===== config.mk =====
export PLATFORM = sky130hd
export DESIGN_NAME = mem_dma_master
export DESIGN_NICKNAME = d
export VERILOG_FILES = /design/src/rtl/mem_dma_master_pkg.sv /design/src/rtl/mem_dma_master.sv
export SDC_FILE = /design/constraint.sdc
export NUM_CORES = 1
export LEC_CHECK = 0
export ABC_AREA = 1
export CAP_MARGIN = 10
export CORE_MARGIN = 4
export CORE_UTILIZATION = 35
export CTS_BUF_LIST = sky130_fd_sc_hd__clkbuf_4 sky130_fd_sc_hd__clkbuf_8
export CTS_CLUSTER_DIAMETER = 80
export DETAILED_ROUTE_END_ITERATION = 16
export GPL_TIMING_DRIVEN = 1
export PLACE_DENSITY = 0.64
export RECOVER_POWER = 50
export SLEW_MARGIN = 20
export SYNTH_ARGS = -nofsm -noshare
export SYNTH_HDL_FRONTEND = slang
export SYNTH_SLANG_ARGS = --single-unit

===== constraint.sdc =====
create_clock -name clk -period 1.8 [get_ports clk]
set_input_delay 0.36 -clock clk [delete_from_list [all_inputs] [get_ports clk]]
set_output_delay 0.36 -clock clk [all_outputs]
set_load 0.005 [all_outputs]

===== src/rtl/mem_dma_master_pkg.sv =====
// Shared definitions for the memory-to-memory DMA initiator: default widths,
// FSM state encoding and the idle bus control word.
package mem_dma_master_pkg;

  localparam int DEF_AW = 9;
  localparam int DEF_DW = 8;

  typedef enum logic [2:0] {
    ST_IDLE = 3'd0,
    ST_RD   = 3'd1,
    ST_CAP  = 3'd2,
    ST_WR   = 3'd3,
    ST_FIN  = 3'd4
  } state_e;

  typedef struct packed {
    logic we;
    logic cs;
    logic cs_o;
  } bus_ctl_t;

  // The memory writes whenever it is not a read, so "idle" must be a read.
  localparam bus_ctl_t BUS_IDLE = '{we: 1'b0, cs: 1'b1, cs_o: 1'b0};

endpackage


===== src/rtl/mem_dma_master.sv =====
// Copies len bytes from src to dst over the synchronous memory bus using a
// read / capture / write cycle per byte, in strictly ascending address order.
module mem_dma_master
  import mem_dma_master_pkg::*;
#(
  parameter int AW = DEF_AW,
  parameter int DW = DEF_DW
) (
  input  logic          clk,
  input  logic          reset,
  input  logic          start,
  input  logic [AW-1:0] src,
  input  logic [AW-1:0] dst,
  input  logic [AW:0]   len,
  output logic          busy,
  output logic          done,
  output logic [AW-1:0] AB,
  output logic          WE,
  output logic          CS,
  output logic          CS_o,
  output logic [DW-1:0] mem_wd,
  input  logic [DW-1:0] mem_rd
);

  state_e        state_reg, state_next;
  logic [AW-1:0] src_ptr_reg, dst_ptr_reg, ab_reg, ab_mux;
  logic [AW:0]   remaining_reg;
  logic [DW-1:0] data_reg;
  bus_ctl_t      bus_ctl;
  logic          accept;

  assign accept = (state_reg == ST_IDLE) && start;

  always_ff @(posedge clk or posedge reset) begin
    if (reset) begin
      state_reg <= ST_IDLE;
    end else begin
      state_reg <= state_next;
    end
  end

  always_comb begin
    state_next = state_reg;
    case (state_reg)
      ST_IDLE: if (start) state_next = (len == '0) ? ST_FIN : ST_RD;
      ST_RD:   state_next = ST_CAP;
      ST_CAP:  state_next = ST_WR;
      ST_WR:   state_next = (remaining_reg == (AW+1)'(1)) ? ST_FIN : ST_RD;
      ST_FIN:  state_next = ST_IDLE;
      default: state_next = ST_IDLE;
    endcase
  end

  // Outside RD/CAP/WR the address simply repeats whatever was last driven.
  always_comb begin
    bus_ctl = BUS_IDLE;
    ab_mux  = ab_reg;
    busy    = (state_reg != ST_IDLE);
    done    = (state_reg == ST_FIN);
    case (state_reg)
      ST_RD:  ab_mux = src_ptr_reg;
      ST_CAP: begin
        ab_mux       = src_ptr_reg;
        bus_ctl.cs_o = 1'b1;
      end
      ST_WR:  begin
        ab_mux     = dst_ptr_reg;
        bus_ctl.we = 1'b1;
      end
      default: ;
    endcase
  end

  assign AB     = ab_mux;
  assign WE     = bus_ctl.we;
  assign CS     = bus_ctl.cs;
  assign CS_o   = bus_ctl.cs_o;
  assign mem_wd = data_reg;

  always_ff @(posedge clk or posedge reset) begin
    if (reset) begin
      src_ptr_reg   <= '0;
      dst_ptr_reg   <= '0;
      remaining_reg <= '0;
      data_reg      <= '0;
      ab_reg        <= '0;
    end else begin
      ab_reg <= ab_mux;
      if (accept) begin
        src_ptr_reg   <= src;
        dst_ptr_reg   <= dst;
        remaining_reg <= len;
      end
      if (state_reg == ST_CAP) begin
        data_reg <= mem_rd;
      end
      // Pointers wrap naturally at 2**AW.
      if (state_reg == ST_WR) begin
        src_ptr_reg   <= src_ptr_reg + 1'b1;
        dst_ptr_reg   <= dst_ptr_reg + 1'b1;
        remaining_reg <= remaining_reg - 1'b1;
      end
    end
  end

endmodule

==> impl_results.md <==
* Status: finished with violations
* Failing checks: negative setup slack
* HP Class: flip-flop to flip-flop
* Wirelength, routed at 7620 um
* GR peak layer: met2
* Post-Place Setup Slack at -141 ps
* Fin. Hold Viols at 0
* Placed inst area at 3560 um^2
* Gp weighted congestion at 0.879
* Worst-path maximum fanout at 4
* Synth Instances at 383
* Die Span Y at 96.2 um
* Crit share post-route at 108%
* Synth cell types at 30
* Most frequent cells in the layout: nand2_1 (117), dfrtp_1 (48), nor2_1 (47)
* Die area at 9250 um^2
* Critical Path Source: state_reg[0]
* Routed wire per std cell at 13.3 um
* Worst Tran Pin Value at 1250 ps
* Synthesized flop and latch total at 48
* Max FFs per register at 10
* # setup viols final at 10
* Met3 Use GR at 4.69%
* Crit Reg-Reg Endpoint: src_ptr_reg[0]
* CTS tree: done
* IO buf count at 59
* Post-Syn Area per Cell at 7.10 um^2
* Clock Skew at 5.79 ps
* Worst Setup Slack, final at -151 ps
* Grt met2 use at 30.5%
* Via Count at 2705
* Area growth syn-to-layout at 41.3%
* Hold depth at 2
* Max Cap Viol at 0
* CTS max path bufs at 2
* WHS at 494 ps
* Min-Delay Endpoint: mem_wd[5]
* Core footprint at 7410 um^2
* Min-delay src: mem_wd[5]
* Cts hold-fix bufs at 0
* DPL Wire Length at 5540 um
* Pwr/cell area at 1890 nW/um^2
* Commonest non-fill, non-tap cell in the layout: nand2_1
* Vias per cell at 4.73
* Clock-pin slew of the registers on the worst-case setup and hold paths at 90 ps
* GRT Util Overall at 17.9%
* Worst EP arrival at 1590 ps
* Period minus WS final at 1950 ps
* Setup crit start kind: flip-flop
* R2r setup slk at 150 ps
* Starting Density at 36.7%
* Worst reg-to-reg path cell count at 7
* Antenna diodes at 0
* Clk sink count at 48
* Die width at 96.2 um
* 1st-iter DRT viols at 110
* Core Util, Final at 51.9%
* Initial DRT Pass Iterations at 4
* Synthesis Warnings at 0
* Vias in the first global route at 2775
* Total gr overflow at 0
* Critical path class: flip-flop to primary output
* Max Freq at 513 MHz
* Cell area after synthesis at 2720 um^2
* CTS H-Tree Depth at 2
* RSZ-0062 raised after global routing: true
* Row count at 31
* Static Leakage at 1.88 nW
* Fin. max-slew vios at 0
* M1 GR Usage at 22.8%
* Detail Route Antenna Nets at 0
* Synthesized Nets at 426
* Initial antenna violation count at 0
* Worst setup EP type: primary output
* Layout cells sized above 1 at 18.8%
* Slew HR at 16.8%
* Largest net degree at the start of global routing at 49
* DRC Markers at 0
* Post-route cell area at 3840 um^2
* First-pass GRT wire length at 12900 um
* Critical path data required time at 1440 ps
* Root buf cell: clkbuf_8
* Final nets at 515
* Worst-Skew Late Latency at 310 ps
* R2R Path Start: state_reg[0]
* Worst IR drop on VDD at 0.000811 V
* Sequential fraction of the synthesis area at 44.2%
* CTS Buf Count at 5
* Top-Level Pins at 61
==> what timing repair did <==
| item | CTS | global route |
|---|---|---|
| pin swaps | 4 | 3 |
| setup buffers | 9 | 3 |
| gates resized for setup | 67 | 28 |
| endpoints found under the setup margin | 13 | 13 |
==> power breakdown <==
| group | internal, mW | switching, mW | leakage (nW) | total [mW] |
|---|---|---|---|---|
| Sequential | 1.64 | 0.473 | 0.572 | 2.11 |
| Clock | 0.412 | 0.387 | 0.0541 | 0.798 |
| Combinational | 2.03 | 2.34 | 1.26 | 4.37 |
| Total | 4.08 | 3.20 | 1.88 | 7.28 |
==> layout make-up <==
type	count	area, um^2
fill	705	3560
multi-input combinational	285	1400
sequential	48	1200
timing repair buffer	94	863
inverter	38	143
tap	99	124
clock buffer	5	68.8
clock inverter	3	42.5
==> worst max-delay path, cell delays in order (launching register included) <==
cell and delay, ps:
dfrtp_1 430, nor2_2 160, inv_2 60, nand2_2 90, a21oi_2 50, buf_6 130, buf_6 120, nand2_4 50
nand3_2 70, buf_2 130
==> layer usage <==
layer	wire [um]	share of wire, %
met1	3460	45
met2	3630	48
met3	435	5.7
met4	97	1.3
met5	0	0
==> per-stage QoR <==
stage	total power, mW	setup TNS, ps	cells
2_1_floorplan	4.27	0	383
3_3_place_gp	5.88	-604	554
3_5_place_dp	5.95	-977	554
4_1_cts	6.92	-783	570
5_1_grt	7.98	-2060	572
6_report	7.28	-1130	572
==> synthesized netlist by cell type <==
| cell type | instances | area, um^2 |
|---|---|---|
| nand2_1 | 135 | 507 |
| nor2_1 | 51 | 191 |
| dfrtp_1 | 48 | 1200 |
| inv_1 | 35 | 131 |
| nand3_1 | 32 | 160 |
| o21ai_0 | 18 | 90.1 |
| a21oi_1 | 7 | 35.0 |
| o211ai_1 | 7 | 52.6 |
| buf_2 | 5 | 25.0 |
| nor3_1 | 5 | 25.0 |
| buf_4 | 4 | 30.0 |
| ha_1 | 4 | 50.1 |
| nand4_1 | 4 | 25.0 |
| a22oi_1 | 3 | 22.5 |
| a31oi_1 | 3 | 18.8 |
| buf_6 | 3 | 33.8 |
| inv_2 | 2 | 7.51 |
| nand2_2 | 2 | 12.5 |
| o21ai_1 | 2 | 10.0 |
| o21bai_1 | 2 | 15.0 |
| xor2_1 | 2 | 17.5 |
| a21oi_2 | 1 | 8.76 |
| a32oi_1 | 1 | 8.76 |
| clkinv_1 | 1 | 3.75 |
| conb_1 | 1 | 3.75 |
| nand3b_1 | 1 | 7.51 |
| nor2_2 | 1 | 6.26 |
| o21a_1 | 1 | 7.51 |
| o22ai_1 | 1 | 6.26 |
| or2_2 | 1 | 6.26 |
==> how the worst max path moves through the flow <==
stage	to	slack [ps]	cells past startpoint
final	AB[6]	-150	9
after CTS	AB[2]	-180	9
after global routing	AB[2]	-250	9
after floorplan	ab_reg[0]	300	1
after global placement	AB[2]	-90	8
after detailed placement	AB[2]	-140	8
==> kinds of logic after synthesis <==
group           count (synthesis)  synth area share (%)
compound gates                 46                  10.1
xor+xnor                        2                 0.644
fa+ha+maj                       4                  1.84
buf+inv                        50                  8.51
flops                          48                  44.2
other cells                     1                 0.138
simple gates                  232                  34.6
(Power assumes the default switching activity.)
